==> src/rtl/uart_pkt_assembler_pkg.sv <==
// Shared definitions for the UART byte-to-packet assembler.
//   PKT_W / BYTE_W : packet and character widths
//   state_e        : assembler FSM state encoding
//   calc_to_cyc()  : inter-byte idle limit in system clock cycles
package uart_pkt_assembler_pkg;

  localparam int PKT_W  = 128;
  localparam int BYTE_W = 8;

  typedef enum logic {
    ST_IDLE    = 1'b0,
    ST_COLLECT = 1'b1
  } state_e;

  // One character is 10 bit times (start + 8 data + stop).
  function automatic int calc_to_cyc(input int clk_freq, input int uart_bps,
                                     input int timeout_chars);
    return timeout_chars * 10 * (clk_freq / uart_bps);
  endfunction

endpackage

==> src/rtl/uart_pkt_assembler_idle_timer.sv <==
// Inter-byte idle timer for the packet assembler.
//   sys_clk, sys_rst : clock, async active-high reset
//   en               : count while high (assembler is collecting)
//   clear            : reload the full idle window (a byte was accepted)
//   expire           : high during the cycle that ends the TO_CYC-cycle window
// Implemented as a down-counter: a reload at edge e gives expire in the cycle
// that ends with edge e+TO_CYC, i.e. the same cycle an up-counter cleared at
// edge e would show TO_CYC-1.
module idle_timer #(
  parameter int TO_CYC = 17360
) (
  input  logic sys_clk,
  input  logic sys_rst,
  input  logic en,
  input  logic clear,
  output logic expire
);

  localparam int CNT_W = (TO_CYC > 1) ? $clog2(TO_CYC) : 1;
  localparam logic [CNT_W-1:0] LOAD_VAL = CNT_W'(TO_CYC - 1);

  logic [CNT_W-1:0] cnt_q, cnt_d;

  always_comb begin
    cnt_d = cnt_q;
    if (clear) begin
      cnt_d = LOAD_VAL;
    end else if (en && (cnt_q != '0)) begin
      cnt_d = cnt_q - 1'b1;
    end
  end

  always_ff @(posedge sys_clk or posedge sys_rst) begin
    if (sys_rst) begin
      cnt_q <= '0;
    end else begin
      cnt_q <= cnt_d;
    end
  end

  assign expire = en && (cnt_q == '0);

endmodule

==> src/rtl/uart_pkt_assembler.sv <==
// Collects PKT_BYTES received UART characters into one packet word and
// presents it with a one-cycle done pulse. Partial packets are dropped on a
// framing error or an inter-byte idle timeout.
//   sys_clk, sys_rst : clock, async active-high reset
//   byte_valid       : one-cycle strobe, character on byte_data
//   byte_data[7:0]   : received character
//   byte_err         : framing error for the strobed character
//   pkt_done         : one-cycle pulse, pkt_data holds a new packet
//   pkt_data[127:0]  : packet, first byte at [7:0]
//   pkt_busy         : partial packet in progress
//   abort_cnt[7:0]   : saturating count of aborted/dropped packets
//
// state      | meaning
// -----------+-----------------------------------------------------------
// ST_IDLE    | no partial packet; next good byte goes to slot 0
// ST_COLLECT | slots 0..idx-1 filled; idle timer running
module uart_pkt_assembler
  import uart_pkt_assembler_pkg::*;
#(
  parameter int CLK_FREQ      = 50000000,
  parameter int UART_BPS      = 115200,
  parameter int PKT_BYTES     = 16,
  parameter int TIMEOUT_CHARS = 4
) (
  input  logic               sys_clk,
  input  logic               sys_rst,
  input  logic               byte_valid,
  input  logic [BYTE_W-1:0]  byte_data,
  input  logic               byte_err,
  output logic               pkt_done,
  output logic [PKT_W-1:0]   pkt_data,
  output logic               pkt_busy,
  output logic [7:0]         abort_cnt
);

  localparam int TO_CYC = calc_to_cyc(CLK_FREQ, UART_BPS, TIMEOUT_CHARS);
  localparam int IDX_W  = (PKT_BYTES > 1) ? $clog2(PKT_BYTES) : 1;
  localparam logic [IDX_W-1:0] LAST_IDX = IDX_W'(PKT_BYTES - 1);

  state_e            state_q, state_d;
  logic [IDX_W-1:0]  idx_q, idx_d;
  logic [PKT_W-1:0]  buf_q, buf_d;
  logic [PKT_W-1:0]  pkt_data_q, pkt_data_d;
  logic              pkt_done_q, pkt_done_d;
  logic [7:0]        abort_cnt_q, abort_cnt_d;

  logic              good_byte, bad_byte;
  logic              tmr_en, tmr_clear, tmr_expire;
  logic              abort;
  logic [IDX_W-1:0]  cur_idx;

  assign good_byte = byte_valid && !byte_err;
  assign bad_byte  = byte_valid && byte_err;
  assign tmr_en    = (state_q == ST_COLLECT);

  idle_timer #(
    .TO_CYC (TO_CYC)
  ) u_idle_timer (
    .sys_clk (sys_clk),
    .sys_rst (sys_rst),
    .en      (tmr_en),
    .clear   (tmr_clear),
    .expire  (tmr_expire)
  );

  always_comb begin
    state_d     = state_q;
    idx_d       = idx_q;
    buf_d       = buf_q;
    pkt_data_d  = pkt_data_q;
    pkt_done_d  = 1'b0;
    abort_cnt_d = abort_cnt_q;
    tmr_clear   = 1'b0;
    abort       = 1'b0;
    // IDLE always writes slot 0, so both states share the byte path.
    cur_idx     = (state_q == ST_IDLE) ? '0 : idx_q;

    // A good byte takes priority over a timer expiring in the same cycle.
    if (good_byte) begin
      buf_d[{cur_idx, 3'b000} +: BYTE_W] = byte_data;
      tmr_clear = 1'b1;
      if (cur_idx == LAST_IDX) begin
        pkt_data_d = buf_d;
        pkt_done_d = 1'b1;
        idx_d      = '0;
        state_d    = ST_IDLE;
      end else begin
        idx_d   = cur_idx + 1'b1;
        state_d = ST_COLLECT;
      end
    end else if (bad_byte || (tmr_expire && (state_q == ST_COLLECT))) begin
      abort   = 1'b1;
      idx_d   = '0;
      state_d = ST_IDLE;
    end

    if (abort && (abort_cnt_q != 8'hFF)) begin
      abort_cnt_d = abort_cnt_q + 8'd1;
    end
  end

  always_ff @(posedge sys_clk or posedge sys_rst) begin
    if (sys_rst) begin
      state_q     <= ST_IDLE;
      idx_q       <= '0;
      buf_q       <= '0;
      pkt_data_q  <= '0;
      pkt_done_q  <= 1'b0;
      abort_cnt_q <= 8'd0;
    end else begin
      state_q     <= state_d;
      idx_q       <= idx_d;
      buf_q       <= buf_d;
      pkt_data_q  <= pkt_data_d;
      pkt_done_q  <= pkt_done_d;
      abort_cnt_q <= abort_cnt_d;
    end
  end

  assign pkt_done  = pkt_done_q;
  assign pkt_data  = pkt_data_q;
  assign pkt_busy  = (state_q == ST_COLLECT);
  assign abort_cnt = abort_cnt_q;

endmodule

==> config.mk <==
export PLATFORM = sky130hd
export DESIGN_NAME = uart_pkt_assembler
export DESIGN_NICKNAME = d
export VERILOG_FILES = /design/src/rtl/uart_pkt_assembler_pkg.sv /design/src/rtl/uart_pkt_assembler_idle_timer.sv /design/src/rtl/uart_pkt_assembler.sv
export SDC_FILE = /design/constraint.sdc
export NUM_CORES = 1
export LEC_CHECK = 0
export CORE_ASPECT_RATIO = 1.25
export CORE_UTILIZATION = 60
export CTS_CLUSTER_DIAMETER = 30
export DETAILED_ROUTE_END_ITERATION = 6
export PLACE_DENSITY = 0.91
export SLEW_MARGIN = 20
export SYNTH_ARGS = -nofsm -noshare
export SYNTH_HDL_FRONTEND = slang
export SYNTH_SLANG_ARGS = --single-unit
==> constraint.sdc <==
create_clock -name sys_clk -period 20.2 [get_ports sys_clk]
set_clock_uncertainty 0.05 [all_clocks]
set_input_delay 4.04 -clock sys_clk [delete_from_list [all_inputs] [get_ports sys_clk]]
set_output_delay 4.04 -clock sys_clk [all_outputs]
set_load 0.1 [all_outputs]
# Word level (Yosys, flattened, before mapping)

Cells that the tools add are included.

Flip-flop bits (word level): 285
Output and inout bits: 138

$add $sub $neg: 4
Equal/unequal tests: 2
Shifts and indexed selects: 2
Mux-type cells: 15
Reductions and logical operators: 13

Operators with widths:

| kind                    | number |
|---|---|
| $bwmux 128              | 1 |
| $shift 8x9->128 const A | 1 |
| $shiftx 8x9->128        | 1 |
| $mux 15                 | 2 |
| $mux 4                  | 4 |
| $logic_not 15->1        | 1 |
| $reduce_bool 15->1      | 1 |
| $sub 15x1->15 const B   | 1 |
| $neg 7->9               | 1 |
| $add 8x1->8 const B     | 1 |
| $mux 1                  | 8 |
| $ne 8x8->1 const B      | 1 |
| $logic_and 1x1->1       | 6 |
| $add 4x1->4 const B     | 1 |
| $eq 4x4->1 const B      | 1 |
| $reduce_bool 2->1       | 2 |
| $reduce_and 2->1        | 1 |
| $logic_not 1->1         | 1 |
| $logic_or 1x1->1        | 1 |

# Longest topological paths before layout

Depth after elaboration: 7
Mapped depth: 15
Gate-level depth less buffers: 8

# Hierarchy

A second synthesis with hierarchy kept.

Cell total of the unflattened synthesis: 1097
Area, all modules: 12231.7 um^2

By module, submodules not included:

| module             | times used | cells each | area an instance (um^2) | seq. area each (um^2) |
|---|---|---|---|---|
| uart_pkt_assembler | 1          | 1010       | 11387.2                 | 6756.5 |
| idle_timer         | 1          | 87         | 844.6                   | 375.4 |

# Least setup slack after synthesis

No wires, ideal clock.

Path kind: input port to flip-flop
Start: input port byte_err
End: register pkt_data_q[104], in the netlist pkt_data[104]
Setup time: 0.141 ns
Arrival time: 5.581 ns
Data required time: 20.009 ns
Setup slack: 14.428 ns
Stages on the path: 8
Buffers on the path: 4
Cells stage by stage: nand2b_1 -> clkbuf_1 -> or2_2 -> clkbuf_1 -> inv_1 -> clkbuf_1 -> clkbuf_1 -> a31oi_1

Cells in the longest elaborated chain, start to end: 3

Ends and longest elaborated chain:

| element                           | RTL line                  | text |
|---|---|---|
| from (decl)                       | uart_pkt_assembler.sv:29  | `input logic byte_err,` |
| $logic_not 1->1                   | uart_pkt_assembler.sv:52  | `assign good_byte = byte_valid && !byte_err;` |
| $logic_and 1x1->1                 | uart_pkt_assembler.sv:52  |  |
| $reduce_and 2->1 (no source line) | --                        |  |
| to (signal assigned)              | uart_pkt_assembler.sv:114 | `pkt_data_q <= pkt_data_d;` |
| to (decl)                         | uart_pkt_assembler.sv:43  | `logic [PKT_W-1:0] pkt_data_q, pkt_data_d;` |

Every way passes these cells.
A chain may end at the register's enable or synchronous reset.

==> impl_metrics.env <==
export IMPL_area_growth_pct=24.4
export IMPL_port_buffers=149
export IMPL_power_density_nw_per_um2=101
export IMPL_finalCriticalPeriod_ns=6.57
export IMPL_cpMostUsedCell="buf_4"
export IMPL_wl_met2_um=16500
export IMPL_p_leak_nw=7.28
export IMPL_postCtsSetupBuffers=0
export IMPL_min_path_type="reg2reg"
export IMPL_wl_met1_um=11700
export IMPL_relSlewSlack_pct=27.9
export IMPL_critPathCaptureType="asynchronous set/reset pin"
export IMPL_antenna_found_initial=1
export IMPL_fillers=1137
export IMPL_cp_data_required_time_ns=20.69
export IMPL_power_mw=1.57
export IMPL_cts_resized=0
export IMPL_synthCells=1157
export IMPL_vdd_drop_max_v=0.000135
export IMPL_seq_area_frac_synth_pct=57.2
export IMPL_start_util_pct=61.6
export IMPL_wl_per_cell_um=20.8
export IMPL_synthArstFlopShare_pct=100
export IMPL_instances_no_fill=1583
export IMPL_design_area_um2=15500
export IMPL_path_class="in2async"
export IMPL_clkTransAtPathRegs_ns=0.06
export IMPL_avgSynthCellArea_um2=10.8
export IMPL_hpwl_um=19800
export IMPL_drt_wl_total_um=32900
export IMPL_crit_chain="clkdlybuf4s50_1 > inv_8 > buf_4 > buf_4"
export IMPL_setup_tns_ns=0
export IMPL_grt_pass1_wl_um=52300
export IMPL_numCtsBuffers=41
export IMPL_route_met3_wl_um=2910
export IMPL_syn_area_um2=12500
export IMPL_grtUsageTotal_pct=32.0
export IMPL_clock_latency_ns=0.54
export IMPL_cts_root_buf="clkbuf_16"
export IMPL_htreeDepth=2
export IMPL_grt_max_degree=139
export IMPL_fin_nets=1298
export IMPL_worstPathArrival_ns=7.06
export IMPL_rows=58
export IMPL_gr_total_overflow=0
export IMPL_period_share_pct=32.5
export IMPL_viasPerCell=6.28
export IMPL_clock_path_buffers=3
export IMPL_layout_setup_ws_ns=13.63
export IMPL_die_area_um2=21400
export IMPL_final_util_pct=76.6
export IMPL_place_gp_congestion=0.856
export IMPL_drv_slew=0
export IMPL_cts_sinks=285
export IMPL_place_area_um2=14100
export IMPL_rr_worst_depth=7
export IMPL_path_depth=4
export IMPL_cts_tree="done"
export IMPL_cp_top_family="buffers and inverters"
export IMPL_cp_num_buf_inv=4
export IMPL_routed_via_count=9939
export IMPL_first_pass_iters=6
export IMPL_preCtsSetupSlack_ns=12.98
export IMPL_ys_warn_count=0
export IMPL_max_stage_delay_ns=0.86
export IMPL_die_h_um=163
export IMPL_antenna_left=0
export IMPL_grt_setup_unrepaired="false"
export IMPL_io_pins=150
export IMPL_min_path_cells=2
export IMPL_die_w_um=131
export IMPL_synth_edf_count=0
export IMPL_maxCapViolCount=0
export IMPL_path_max_fanout=138
export IMPL_post_place_cells=1507
export IMPL_setup_viol=0
export IMPL_drive_above_1_share_pct=16.2
export IMPL_grt_pass1_vias=10050
export IMPL_core_area_um2=20200
export IMPL_worst_hold_slack_ns=0.415
export IMPL_drc=0
export IMPL_status="completed"
export IMPL_max_freq_mhz=152
export IMPL_cp_slowest_cell="buf_4"
export IMPL_ys_types=62
export IMPL_syn_nets=1175
export IMPL_first_iter_violations=1017
export IMPL_highest_layer="met4"
export IMPL_startpoint_type="input pin"
export IMPL_hold_viol_final=0
export IMPL_hold_buffers=0
export IMPL_ys_flop_type="dfrtp_1"
export IMPL_synth_seq_cells=285
export IMPL_tightest_slew_ns=1.08
synth_stat cells (all sizes together) (2+ instances only):
cell,instances,area share (%)
or3,5,0.25
or2,2,0.10
a211o,2,0.14
and2,20,1.0
a31oi,41,2.1
nand3,20,0.80
nor3,8,0.40
o21ai,77,3.1
nor3b,2,0.12
a32o,2,0.16
dfrtp,285,57
nand2,218,6.6
inv,25,0.75
a21oi,16,0.64
buf,17,0.65
mux2,114,10
mux2i,37,3.0
nor4b,2,0.26
or4,4,0.24
nor4,8,0.57
nand4b,3,0.21
a211oi,2,0.16
o311ai,8,0.56
nand3b,3,0.18
nor2b,2,0.10
xor2,9,0.63
xnor2,2,0.14
o31ai,10,0.60
ha,6,0.60
nand4,40,2.0
and3,12,0.60
nand2b,7,0.35
a21boi,2,0.12
nor2,56,1.7
and4,2,0.14
o211ai,10,0.60
clkbuf,62,1.9
a2111o,2,0.18
final timing paths:
kind / startpoint / end / slack [ns]
min in group asynchronous: sys_rst / pkt_done / 4.06
worst min register to register: buf_q[15] / pkt_data[15] / 0.41
worst max register to register: pkt_busy / buf_q[110] / 16.38
worst max-delay path: sys_rst / buf_q[96] / 13.63
worst min-delay path: buf_q[15] / pkt_data[15] / 0.41
max in group sys_clk: pkt_busy / pkt_busy / 13.71
state kept, by name (all words and copies together) (netlist names):
name,cells
idx_q,4
abort_cnt,8
pkt_data,128
pkt_busy,1
buf_q,128
u_idle_timer.cnt_q,15
pkt_done,1
cell families (layout without fill, tap and decap cells):
logic type,after synthesis,after routing,share of synthesized area (%)
buffers and inverters,105,260,3.31
adders and majority gates,6,6,0.602
xor gates and xnor gates,11,11,0.772
other,0,1,0
and+or+nand+nor,418,418,15.9
AOI/OAI and AO/OA,181,181,8.99
DFF,285,285,57.2
muxes,151,151,13.3
worst register-to-register path: stages, from the launching register on:
cell and delay (ns):
dfrtp_1 0.32, buf_4 0.34, nand2_1 0.13, inv_1 0.14, ha_1 0.78, clkinv_1 0.57
nor4_2 0.96, mux2_2 0.43
power breakdown:
part	internal (mW)	leakage, nW	switching [mW]
Clock	0.446	0.691	0.283
Sequential	0.597	3.74	0.0226
Combinational	0.0531	2.85	0.166
Total	1.10	7.28	0.471
final cells by class:
| class | count | area (um2) | area share [%] |
|---|---|---|---|
| Timing Repair Buffer | 159 | 1570 | 10.1 |
| Clock buffer | 45 | 1070 | 6.90 |
| Inverter | 26 | 108 | 0.694 |
| Sequential cell | 285 | 7130 | 46.0 |
| Multi-Input combinational cell | 767 | 4950 | 31.9 |
| Antenna cell | 1 | 2.50 | 0.0161 |
| Clock inverter | 30 | 342 | 2.20 |
| Tap cell | 270 | 338 | 2.18 |
layout by cell type (no fill, tap or decap), types with 23 or more instances in the layout:
cell	n
nand4_1	40
clkbuf_16	41
clkdlybuf4s50_1	149
nand2_1	218
o21ai_0	75
a31oi_1	41
mux2_2	114
nor2_1	56
inv_1	23
dfrtp_1	285
mux2i_1	37
metal layers:
layer | track usage (%) | vias up
met4 | 17.8 | 0
li1 | - | 4311
met2 | 52.5 | 605
met1 | 38.9 | 4867
met5 | 0 | -
met3 | 7.17 | 156
Power figures use the tool's default switching activity.
